**src/rtl/serial_adder_ctrl_pkg.sv**
```systemverilog
// serial_adder_ctrl_pkg
//   Shared definitions for the bit-serial adder: FSM state encodings
//   (also used by the testbench to probe the controller state) and a
//   helper that sizes the step counter.
package serial_adder_ctrl_pkg;

  // FSM state encodings
  localparam logic [1:0] S_IDLE  = 2'd0;
  localparam logic [1:0] S_SHIFT = 2'd1;
  localparam logic [1:0] S_DONE  = 2'd2;

  // Step counter width: enough bits to count 0..width-1, at least one bit.
  function automatic int cnt_bits(input int width);
    return (width > 1) ? $clog2(width) : 1;
  endfunction

endpackage

```
**src/rtl/serial_adder_ctrl_fa_cell.sv**
```systemverilog
// fa_cell
//   1-bit full adder, purely combinational. This is the only arithmetic
//   in the serial adder datapath.
// Ports:
//   a, b  in   operand bits
//   ci    in   carry in
//   s     out  sum bit
//   co    out  carry out
module fa_cell (
  input  logic a,
  input  logic b,
  input  logic ci,
  output logic s,
  output logic co
);

  logic half_sum;

  assign half_sum = a ^ b;
  assign s        = half_sum ^ ci;
  assign co       = (a & b) | (ci & half_sum);

endmodule

```
**src/rtl/serial_adder_ctrl.sv**
```systemverilog
// serial_adder_ctrl
//   Bit-serial adder. One full-adder cell and a carry flip-flop add two
//   WIDTH-bit operands LSB-first, one bit per clock. Operands are latched
//   on an accepted start, WIDTH add steps follow, then {Cout,Sum} is
//   published together with a one-cycle done pulse.
// Ports:
//   clk    in   clock, rising edge
//   rst    in   synchronous active-high reset
//   start  in   request, sampled only while idle
//   A, B   in   WIDTH-bit operands, sampled with an accepted start
//   Cin    in   carry in, sampled with an accepted start
//   busy   out  high while the add steps are running
//   done   out  one-cycle pulse, Sum/Cout valid
//   Sum    out  WIDTH-bit result, held until the next done
//   Cout   out  carry out, held like Sum
module serial_adder_ctrl
  import serial_adder_ctrl_pkg::*;
#(
  parameter int WIDTH = 8
) (
  input  logic             clk,
  input  logic             rst,
  input  logic             start,
  input  logic [WIDTH-1:0] A,
  input  logic [WIDTH-1:0] B,
  input  logic             Cin,
  output logic             busy,
  output logic             done,
  output logic [WIDTH-1:0] Sum,
  output logic             Cout
);

  localparam int CW = cnt_bits(WIDTH);
  localparam logic [CW-1:0] LAST_STEP = CW'(WIDTH - 1);

  logic [1:0]       state_reg;
  logic [WIDTH-1:0] op_a_reg;
  logic [WIDTH-1:0] op_b_reg;
  logic [WIDTH-1:0] acc_reg;
  logic [WIDTH-1:0] sum_reg;
  logic [CW-1:0]    cnt_reg;
  logic             carry_reg;
  logic             cout_reg;

  logic             fa_s;
  logic             fa_co;
  logic [WIDTH-1:0] acc_next;
  logic [WIDTH-1:0] op_a_next;
  logic [WIDTH-1:0] op_b_next;

  fa_cell u_fa (
    .a  (op_a_reg[0]),
    .b  (op_b_reg[0]),
    .ci (carry_reg),
    .s  (fa_s),
    .co (fa_co)
  );

  // Sum bits enter at the MSB so that after WIDTH steps the first
  // (LSB) result bit has reached bit 0. Operands shift right, so the
  // adder always sees bit 0.
  genvar gi;
  generate
    for (gi = 0; gi < WIDTH - 1; gi++) begin : g_shift
      assign acc_next[gi]  = acc_reg[gi+1];
      assign op_a_next[gi] = op_a_reg[gi+1];
      assign op_b_next[gi] = op_b_reg[gi+1];
    end
  endgenerate
  assign acc_next[WIDTH-1]  = fa_s;
  assign op_a_next[WIDTH-1] = 1'b0;
  assign op_b_next[WIDTH-1] = 1'b0;

  always_ff @(posedge clk) begin
    if (rst) begin
      state_reg <= S_IDLE;
      op_a_reg  <= '0;
      op_b_reg  <= '0;
      acc_reg   <= '0;
      sum_reg   <= '0;
      cnt_reg   <= '0;
      carry_reg <= 1'b0;
      cout_reg  <= 1'b0;
    end else begin
      case (state_reg)
        S_IDLE: begin
          if (start) begin
            op_a_reg  <= A;
            op_b_reg  <= B;
            carry_reg <= Cin;
            acc_reg   <= '0;
            cnt_reg   <= '0;
            state_reg <= S_SHIFT;
          end
        end
        S_SHIFT: begin
          acc_reg   <= acc_next;
          op_a_reg  <= op_a_next;
          op_b_reg  <= op_b_next;
          carry_reg <= fa_co;
          if (cnt_reg == LAST_STEP) begin
            // Publish from the next-values so the final step's bit
            // and carry are included in the result.
            sum_reg   <= acc_next;
            cout_reg  <= fa_co;
            cnt_reg   <= '0;
            state_reg <= S_DONE;
          end else begin
            cnt_reg <= cnt_reg + CW'(1);
          end
        end
        S_DONE: begin
          state_reg <= S_IDLE;
        end
        default: begin
          state_reg <= S_IDLE;
        end
      endcase
    end
  end

  assign busy = (state_reg == S_SHIFT);
  assign done = (state_reg == S_DONE);
  assign Sum  = sum_reg;
  assign Cout = cout_reg;

endmodule

```
**config.mk**
```make
export PLATFORM = sky130hd
export DESIGN_NAME = serial_adder_ctrl
export DESIGN_NICKNAME = d
export VERILOG_FILES = /design/src/rtl/serial_adder_ctrl_pkg.sv /design/src/rtl/serial_adder_ctrl_fa_cell.sv /design/src/rtl/serial_adder_ctrl.sv
export SDC_FILE = /design/constraint.sdc
export NUM_CORES = 1
export LEC_CHECK = 0
export CAP_MARGIN = 30
export CORE_ASPECT_RATIO = 0.9
export CORE_MARGIN = 4
export CORE_UTILIZATION = 34
export CTS_CLUSTER_SIZE = 25
export DETAILED_ROUTE_END_ITERATION = 10
export GPL_TIMING_DRIVEN = 0
export PLACE_DENSITY_LB_ADDON = 0.2
export RECOVER_POWER = 50
export SETUP_SLACK_MARGIN = 0.05
export SLEW_MARGIN = 15
export SYNTH_ARGS = -nofsm -noshare
export SYNTH_HDL_FRONTEND = slang
export SYNTH_SLANG_ARGS = --single-unit
```
**constraint.sdc**
```tcl
create_clock -name clk -period 1.5 [get_ports clk]
set_input_delay 0.3 -clock clk [delete_from_list [all_inputs] [get_ports clk]]
set_output_delay 0.3 -clock clk [all_outputs]
set_load 0.005 [all_outputs]
```
==> results.toml, run 1 <==
[worst_hold_path]
min_to = "op_b_reg[3]$_SDFFE_PP0P_"
whs_path_depth = 2
min-delay-start = "rst"
hp-class = "input pin to flop"

[cts]
clk_latency_ns = 0.29
clkSlewWorstSetupHoldPaths_ns = 0.07
htreeDepth = 2
clockBufferDepth = 2
cts.sinks = 38
root_buffer = "clkbuf_8"
cts_tree = "done"
cts_buffers = 5

[grt]
track_usage = 0.149
grt_max_degree = 13
antenna_found_initial = 0
grt_pass1_vias = 1463
grt_pass1_wl_um = 6910
grt_overflow = 0

[floorplanning]
fp.dieW_um = 81.9
die_area_um2 = 6110
pin_count = 31
coreArea_um2 = 4600
row_count = 23
initial_core_util = 0.363
fp.dieH_um = 74.5

[critical_path]
critPathMaxStageDelay_ns = 0.49
reg2reg_to = "op_b_reg[5]$_SDFFE_PP0P_"
cp.required_ns = 1.20
reg2reg_depth = 5
crit_path_end_kind = "output port"
arrival_ns = 1.11
crit_buf_inv = 1
cp_max_fo = 2
crit_type = "flop to output port"
critPathSlowestCell = "clkdlybuf4s50_1"
rr_startpoint = "state_reg[0]$_SDFFE_PP0P_"
r2r_slack_ns = 0.14
path_cells = "clkdlybuf4s50_1"
critical_path.top_delay_family = "buffers and inverters"
start_kind = "flop"

[finish]
antenna_cells = 0
fin_area_um2 = 2250
layout-drive-gt1-share = 0.255
nets = 230
fin_util = 0.490
syn_to_final_growth_pct = 34.8

[synthesis]
synth_edf_count = 0
syn_avg_cell_area_um2 = 10.2
ys_seq_elements = 38
synth_fp_nets = 187
synth_area_um2 = 1670
synthFlopType = "dfxtp_1"
syn_inst = 164
synth_cell_types = 26
synth.most_common_cell = "dfxtp_1"
yosysTopAreaCell = "dfxtp_1"
yosys-top-cells-area = "dfxtp_1 (45%), a211oi_2 (9.7%), mux2i_1 (8.4%)"
yosys_warnings = 0
async_flop_share = 0
synth_common_cells = "dfxtp_1 (38), nor2_1 (21), nand2_1 (18)"
yosysTopAreaCellShare = 0.455
seq_area_frac_synth = 0.455

[sta]
finalHoldViolations = 0
finalCritPeriodShare = 0.941
max_freq_ghz = 0.709
slew-limit-headroom = 0.560
tightest_slew_ns = 0.660
skew_ns = 0.00799
fin_crit_ns = 1.41
setup_violations = 0
final_max_slew_viol_count = 0
rsz0062_at_grt = "false"

[route]
drtIter0Drc = 50
route.antenna.remaining_nets = 0
wire_per_inst_um = 14.8
dr.pass1.iters = 4
vias_per_cell = 4.89
drt_wl_total_um = 4000
route.vias.total = 1321
drc = 0

[place]
hpwlAfterDp_um = 2640
gpl.final_weighted_congestion = 0.749
portBuffers = 29
placed_area_um2 = 2040

[pwr]
peakVddDrop_v = 0.000572
p_leak_nw = 0.912
p_per_area_nw_per_um2 = 1100

[run]
max_cap_violations = 0

[status]
status = "completed"
logic make-up after synthesis:
logic type / share of synthesized area
buf+inv: 0.0711
flops: 0.455
fa+ha+maj: 0.0269
mux: 0.0838
simple gates: 0.153
compound gates: 0.210
routing by layer:
layer / wire [um] / up-vias / share of wire / track usage
met5: 0 / - / 0 / 0
met4: 60 / 0 / 0.015 / 0.0498
met3: 195 / 7 / 0.049 / 0.0412
met2: 1870 / 22 / 0.47 / 0.241
met1: 1880 / 635 / 0.47 / 0.191
li1: - / 657 / - / -
worst max-delay path by stage:
stage | startpoint | cells past startpoint | to | slack (ns)
detailed placement | state_reg[1]$_SDFFE_PP0P_ | 4 | busy | -0.23
global route | state_reg[0]$_SDFFE_PP0P_ | 6 | cnt_reg[0]$_SDFFE_PP0P_ | 0.03
CTS | state_reg[0]$_SDFFE_PP0P_ | 5 | done | 0.04
global placement | state_reg[1]$_SDFFE_PP0P_ | 4 | busy | -0.24
finish | Sum[0]$_SDFFE_PP0P_ | 1 | Sum[0] | 0.09
floorplan | cnt_reg[0]$_SDFFE_PP0P_ | 6 | Sum[0]$_SDFFE_PP0P_ | 0.24
through the flow:
stage | hold slack, ns | power, mW | std cells | setup slack [ns] | setup TNS [ns]
after floorplan | 0.432 | 1.31 | 164 | 0.238 | 0
after global placement | 0.445 | 1.40 | 255 | -0.240 | -2.60
final | 0.334 | 2.47 | 270 | 0.0891 | 0
after detailed placement | 0.448 | 1.41 | 255 | -0.232 | -3.57
after CTS | 0.350 | 2.51 | 271 | 0.0437 | 0
after global routing | 0.348 | 2.56 | 270 | 0.0328 | 0
what timing repair did:
action / 4_1_cts / 5_1_grt
pin swaps: 1 / 0
setup buffers: 8 / 0
endpoints found under the hold margin: 0 / 0
gates resized for setup: 20 / 18
setup endpoints to repair: 10 / 31
hold buffers: 0 / 0
cell type report:
type / instances / area, um^2
clock inverter: 2 / 60.1
buffer: 13 / 119
inverter: 2 / 7.51
tap: 62 / 77.6
multi-input combinational: 110 / 786
clock buffer: 6 / 82.6
fill: 444 / 2350
sequential: 38 / 764
timing repair buffer: 37 / 358
report_power, final:
part	switching, mW	internal [mW]	leakage [nW]
Combinational	0.148	0.162	0.529
Sequential	0.0304	1.06	0.312
Clock	0.366	0.709	0.0714
layout by cell type (no fill, tap or decap), drive strengths merged, types with 4 or more instances in the layout:
master,n
clkbuf,11
a22oi,12
buf,18
nand2,18
a211oi,13
nor2,28
clkdlybuf4s50,18
dlymetal6s2s,4
clkdlybuf4s25,5
a21oi,9
mux2i,14
dfxtp,38
Note: power is estimated with default switching activity, not from simulation.
==> run 2, diff against run 1 <==
--- a/config.mk
+++ b/config.mk
@@ -5,7 +5,7 @@
 export SDC_FILE = /design/constraint.sdc
 export NUM_CORES = 1
 export LEC_CHECK = 0
-export CAP_MARGIN = 30
+export CAP_MARGIN = 15
 export CORE_ASPECT_RATIO = 0.9
 export CORE_MARGIN = 4
 export CORE_UTILIZATION = 34
==> constraint.sdc (replaced) <==
create_clock -name clk -period 1.5 [get_ports clk]
set_input_delay 0.225 -clock clk [delete_from_list [all_inputs] [get_ports clk]]
set_output_delay 0.225 -clock clk [all_outputs]
set_load 0.005 [all_outputs]
==> run 2 against run 1 <==
Non-clock buffer count is 1 lower. Die area stayed put. Routed wire length is 1.6% lower. Utilization is 0.41 points lower. Total power hardly changed. Critical path type unchanged.
==> results.toml, run 2 (synthesized netlist as in run 1, its figures left out) <==
[floorplanning]
fp.dieH_um = 74.5
fp.dieW_um = 81.9
die_area_um2 = 6110
row_count = 23
initial_core_util = 0.363
coreArea_um2 = 4600
pin_count = 31

[cts]
clkSlewWorstSetupHoldPaths_ns = 0.07
cts_buffers = 5
clk_latency_ns = 0.29
cts_tree = "done"
clockBufferDepth = 2
root_buffer = "clkbuf_8"
htreeDepth = 2
hold_buffers = 0
cts.sinks = 38

[critical_path]
crit_path_end_kind = "output port"
cp_num_cells = 1
reg2reg_depth = 6
cp_max_fo = 2
crit_type = "flop to output port"
crit_buf_inv = 1
critPathMaxStageDelay_ns = 0.57
r2r_slack_ns = 0.11
critical_path.top_delay_family = "buffers and inverters"
path_cells = "dlygate4sd3_1"
critPathSlowestCell = "dlygate4sd3_1"
start_kind = "flop"
cp.required_ns = 1.27
arrival_ns = 1.19

[finish]
nFillCells = 436
nets = 229
layout-drive-gt1-share = 0.237
layout_commonest_cell = "dfxtp_1"
syn_to_final_growth_pct = 33.7
fin_util = 0.486
mostFrequentLayoutCells = "dfxtp_1 (36), clkdlybuf4s50_1 (26), nor2_1 (21), nand2_1 (18), mux2i_1 (14)"
antenna_cells = 0

[route]
vias_per_cell = 4.83
route.antenna.remaining_nets = 0
drt_wl_total_um = 3940
route.vias.total = 1300
dr.pass1.iters = 5
drc = 0
drtIter0Drc = 61
wire_per_inst_um = 14.6

[sta]
max_freq_ghz = 0.707
rsz0062_at_grt = "false"
setup_violations = 0
slew-limit-headroom = 0.560
fin_crit_ns = 1.41
whs_ns = 0.256
tightest_slew_ns = 0.659
skew_ns = 0.0105
setup_tns_ns = 0
finalCritPeriodShare = 0.943
final_max_slew_viol_count = 0
finalHoldViolations = 0

[pwr]
peakVddDrop_v = 0.000608
p_leak_nw = 0.843
power_mw = 2.47
p_switching_mw = 0.540
power_frac_clock = 0.434
swShare = 0.219
comb_power_share = 0.127
p_seq_frac = 0.439
p_int_mw = 1.93
p_per_area_nw_per_um2 = 1100

[place]
hpwlAfterDp_um = 2640
gpl.final_weighted_congestion = 0.749
portBuffers = 29

[worst_hold_path]
whs_path_depth = 2
hp-class = "input pin to flop"

[status]
status = "completed"

[grt]
grt_overflow = 0
grt_pass1_wl_um = 6850
antenna_found_initial = 0
grt_max_degree = 13
track_usage = 0.147
grt_pass1_vias = 1459

[run]
max_cap_violations = 0
-- run 2: cell types whose count changed in the layout (fill, tap and decap cells not counted) --
cell,previous run,this run
clkdlybuf4s50_1,18,26
clkdlybuf4s25_1,5,0
dlymetal6s2s_1,4,0
buf_4,7,4
a2111oi_0,0,1
a2111oi_1,1,0
clkbuf_1,3,4
clkbuf_2,2,1
clkbuf_4,0,1
clkdlybuf4s15_1,0,1
dfxtp_1,35,36
dfxtp_2,3,2
dlygate4sd3_1,0,1
-- run 2: path summary, 6_finish.rpt --
kind / start / to
max: Sum[2]$_SDFFE_PP0P_ / Sum[2]
min: rst / op_b_reg[3]$_SDFFE_PP0P_
max reg2reg: cnt_reg[0]$_SDFFE_PP0P_ / Sum[1]$_SDFFE_PP0P_
min reg2reg: Sum[4]$_SDFFE_PP0P_ / Sum[4]$_SDFFE_PP0P_
-- run 2: power by group through the flow --
| stage | sequential [mW] | combinational (mW) | clock, mW |
|---|---|---|---|
| floorplan | 1.10 | 0.207 | 0 |
| global placement | 1.11 | 0.294 | 0 |
| detailed placement | 1.11 | 0.302 | 0 |
| CTS | 1.08 | 0.325 | 1.09 |
| global route | 1.09 | 0.342 | 1.13 |
| finish | 1.08 | 0.312 | 1.07 |
-- run 2: layout make-up --
type / instances / area (um^2) / area share
plain buffers: 14 / 130 / 0.0582
repair buffers: 35 / 330 / 0.148
multi-input cells: 110 / 785 / 0.351
flip-flops and latches: 38 / 763 / 0.341
clock inverters: 2 / 60.1 / 0.0269
well taps: 62 / 77.6 / 0.0347
inverters: 2 / 7.51 / 0.00336
clock buffers: 6 / 82.6 / 0.0369
-- run 2: through the flow --
step	setup slack (ns)	cells	instance area, um^2
2_1_floorplan	0.238	164	1670
6_report	0.0862	269	2240
5_1_grt	0.0301	269	2240
3_5_place_dp	-0.157	255	2040
3_3_place_gp	-0.165	255	2040
4_1_cts	0.0409	269	2250
-- run 2: routing by layer --
metal | up-vias | part of all wire | global-route usage
met2 | 24 | 0.48 | 0.245
met3 | 6 | 0.036 | 0.0412
met4 | 0 | 0.015 | 0.0498
li1 | 654 | - | -
met5 | - | 0 | 0
met1 | 616 | 0.47 | 0.183
-- run 2: repair_timing --
item | 4_1_cts | 5_1_grt
endpoints found under the setup margin | 8 | 13
gates resized for setup | 12 | 8
cloned | 0 | 0
pin swaps | 1 | 0
buffers inserted | 6 | 0
==> run 3, diff against run 2 <==
--- a/config.mk
+++ b/config.mk
@@ -8,7 +8,7 @@
 export CAP_MARGIN = 15
 export CORE_ASPECT_RATIO = 0.9
 export CORE_MARGIN = 4
-export CORE_UTILIZATION = 34
+export CORE_UTILIZATION = 37
 export CTS_CLUSTER_SIZE = 25
 export DETAILED_ROUTE_END_ITERATION = 10
 export GPL_TIMING_DRIVEN = 0
==> run 3 against run 2 <==
Non-clock buffer count is the same. Clock power shrank 31%. Cell count shrank 0.74%. Sequential power is essentially flat. Setup slack gained 0.0042 ns. First-iteration DRC count grew 23%. Clock skew shrank 0.00066 ns. Combinational power grew 2%. Register-to-register slack is essentially flat. Global-route usage shrank 1.1 points. Sequential share of layout area grew 0.47 points.
==> results.toml, run 3 (synthesized netlist as in run 1, its figures left out) <==
[status]
status = "completed"

[pwr]
p_leak_nw = 0.839
p_per_area_nw_per_um2 = 970
power_mw = 2.14
peakVddDrop_v = 0.000424

[floorplanning]
row_count = 22
die_area_um2 = 5660
fp.dieW_um = 78.9
initial_core_util = 0.397
coreArea_um2 = 4210
fp.dieH_um = 71.8
pin_count = 31

[critical_path]
critPathSlowestCell = "dlygate4sd3_1"
reg2reg_depth = 6
crit_buf_inv = 1
crit_path_end_kind = "output port"
start_kind = "flop"
critPathMaxStageDelay_ns = 0.57
rr_startpoint = "cnt_reg[0]$_SDFFE_PP0P_"
r2r_slack_ns = 0.12
critical_path.top_delay_family = "buffers and inverters"
cp_max_fo = 2
cp.required_ns = 1.27
crit_path_start = "Sum[4]$_SDFFE_PP0P_"
path_cells = "dlygate4sd3_1"
reg2reg_to = "Sum[0]$_SDFFE_PP0P_"
crit_type = "flop to output port"
arrival_ns = 1.18

[sta]
max_freq_ghz = 0.709
setup_tns_ns = 0
slew-limit-headroom = 0.538
setup_violations = 0
finalCritPeriodShare = 0.940
finalHoldViolations = 0
tightest_slew_ns = 0.692
skew_ns = 0.00982
fin_crit_ns = 1.41
rsz0062_at_grt = "true"
final_max_slew_viol_count = 0

[route]
route.antenna.remaining_nets = 0
dr.pass1.iters = 4
vias_per_cell = 4.90
drtIter0Drc = 75
wire_per_inst_um = 13.6
drc = 0
drt_wl_total_um = 3630
route.vias.total = 1308

[worst_hold_path]
hp-class = "input pin to flop"
whs_path_depth = 2
min_to = "op_a_reg[5]$_SDFFE_PP0P_"
min-delay-start = "rst"

[finish]
syn_to_final_growth_pct = 31.6
antenna_cells = 0
fin_area_um2 = 2200
layout-drive-gt1-share = 0.246
nets = 229
mostFrequentLayoutCells = "dfxtp_1 (37), clkdlybuf4s50_1 (23), nor2_1 (21), nand2_1 (18), mux2i_1 (13)"
layout_commonest_cell = "dfxtp_1"
instances_no_fill = 267

[cts]
cts.sinks = 38
clockBufferDepth = 2
cts_tree = "done"
clkSlewWorstSetupHoldPaths_ns = 0.08
root_buffer = "clkbuf_8"
htreeDepth = 2
cts_buffers = 5
clk_latency_ns = 0.29

[grt]
antenna_found_initial = 0
track_usage = 0.136
grt_pass1_wl_um = 6000
grt_overflow = 0
grt_max_degree = 13
grt_pass1_vias = 1285

[place]
portBuffers = 29
gpl.final_weighted_congestion = 0.719
dp_cells = 253
hpwlAfterDp_um = 2570
placed_area_um2 = 2040

[run]
max_cap_violations = 0
-- run 3: cell count changes in the layout (fill, tap and decap cells not counted), moves of 2 or more --
cell             delta
a211oi_2            +2
bufinv_16           -2
a211oi_1            -2
clkdlybuf4s50_1     -3
dlygate4sd3_1       +3
-- run 3: per-layer routing --
| metal | part of all wire | GRT usage | wire length [um] | up-vias |
|---|---|---|---|---|
| li1 | - | - | - | 658 |
| met5 | 0 | 0 | 0 | - |
| met1 | 0.46 | 0.168 | 1680 | 624 |
| met2 | 0.49 | 0.230 | 1790 | 24 |
| met3 | 0.037 | 0.0276 | 135 | 2 |
| met4 | 0.0047 | 0.0573 | 17 | 0 |
-- run 3: worst max-delay path by stage --
stage                     endpoint  slack, ns  cells past startpoint
4_1_cts        Sum[0]$_SDFFE_PP0P_       0.03                      6
6_report                    Sum[4]       0.09                      1
3_3_place_gp                  busy      -0.18                      4
3_5_place_dp                  busy      -0.18                      4
2_1_floorplan  Sum[0]$_SDFFE_PP0P_       0.24                      6
5_1_grt        Sum[0]$_SDFFE_PP0P_       0.05                      6
-- run 3: cell type report --
type / instances / area [um^2]
timing repair buffer: 35 / 334
buffer: 14 / 133
multi-input combinational: 110 / 796
fill: 387 / 2010
clock buffer: 6 / 82.6
inverter: 2 / 7.51
clock inverter: 2 / 12.5
sequential: 38 / 762
tap: 60 / 75.1
-- run 3: power by group --
group          total (mW)  switching, mW  internal [mW]  leakage, nW
registers            1.08         0.0295           1.05        0.311
clock network       0.734          0.365          0.370       0.0472
logic               0.318          0.147          0.171        0.481
total                2.14          0.542           1.59        0.839
-- run 3: repair_timing --
| item | in CTS | in global routing |
|---|---|---|
| hold buffers | 0 | 0 |
| setup buffers | 4 | 2 |
| gates resized for setup | 12 | 7 |
| setup endpoints to repair | 2 | 14 |
-- run 3: stage by stage --
step                      setup slack [ns]   util  hold slack, ns
after global routing                0.0452  0.523           0.288
after global placement              -0.182  0.484           0.444
after floorplan                      0.238      -           0.373
after detailed placement            -0.176  0.484           0.450
final                               0.0904  0.523           0.275
after CTS                           0.0304  0.518           0.273
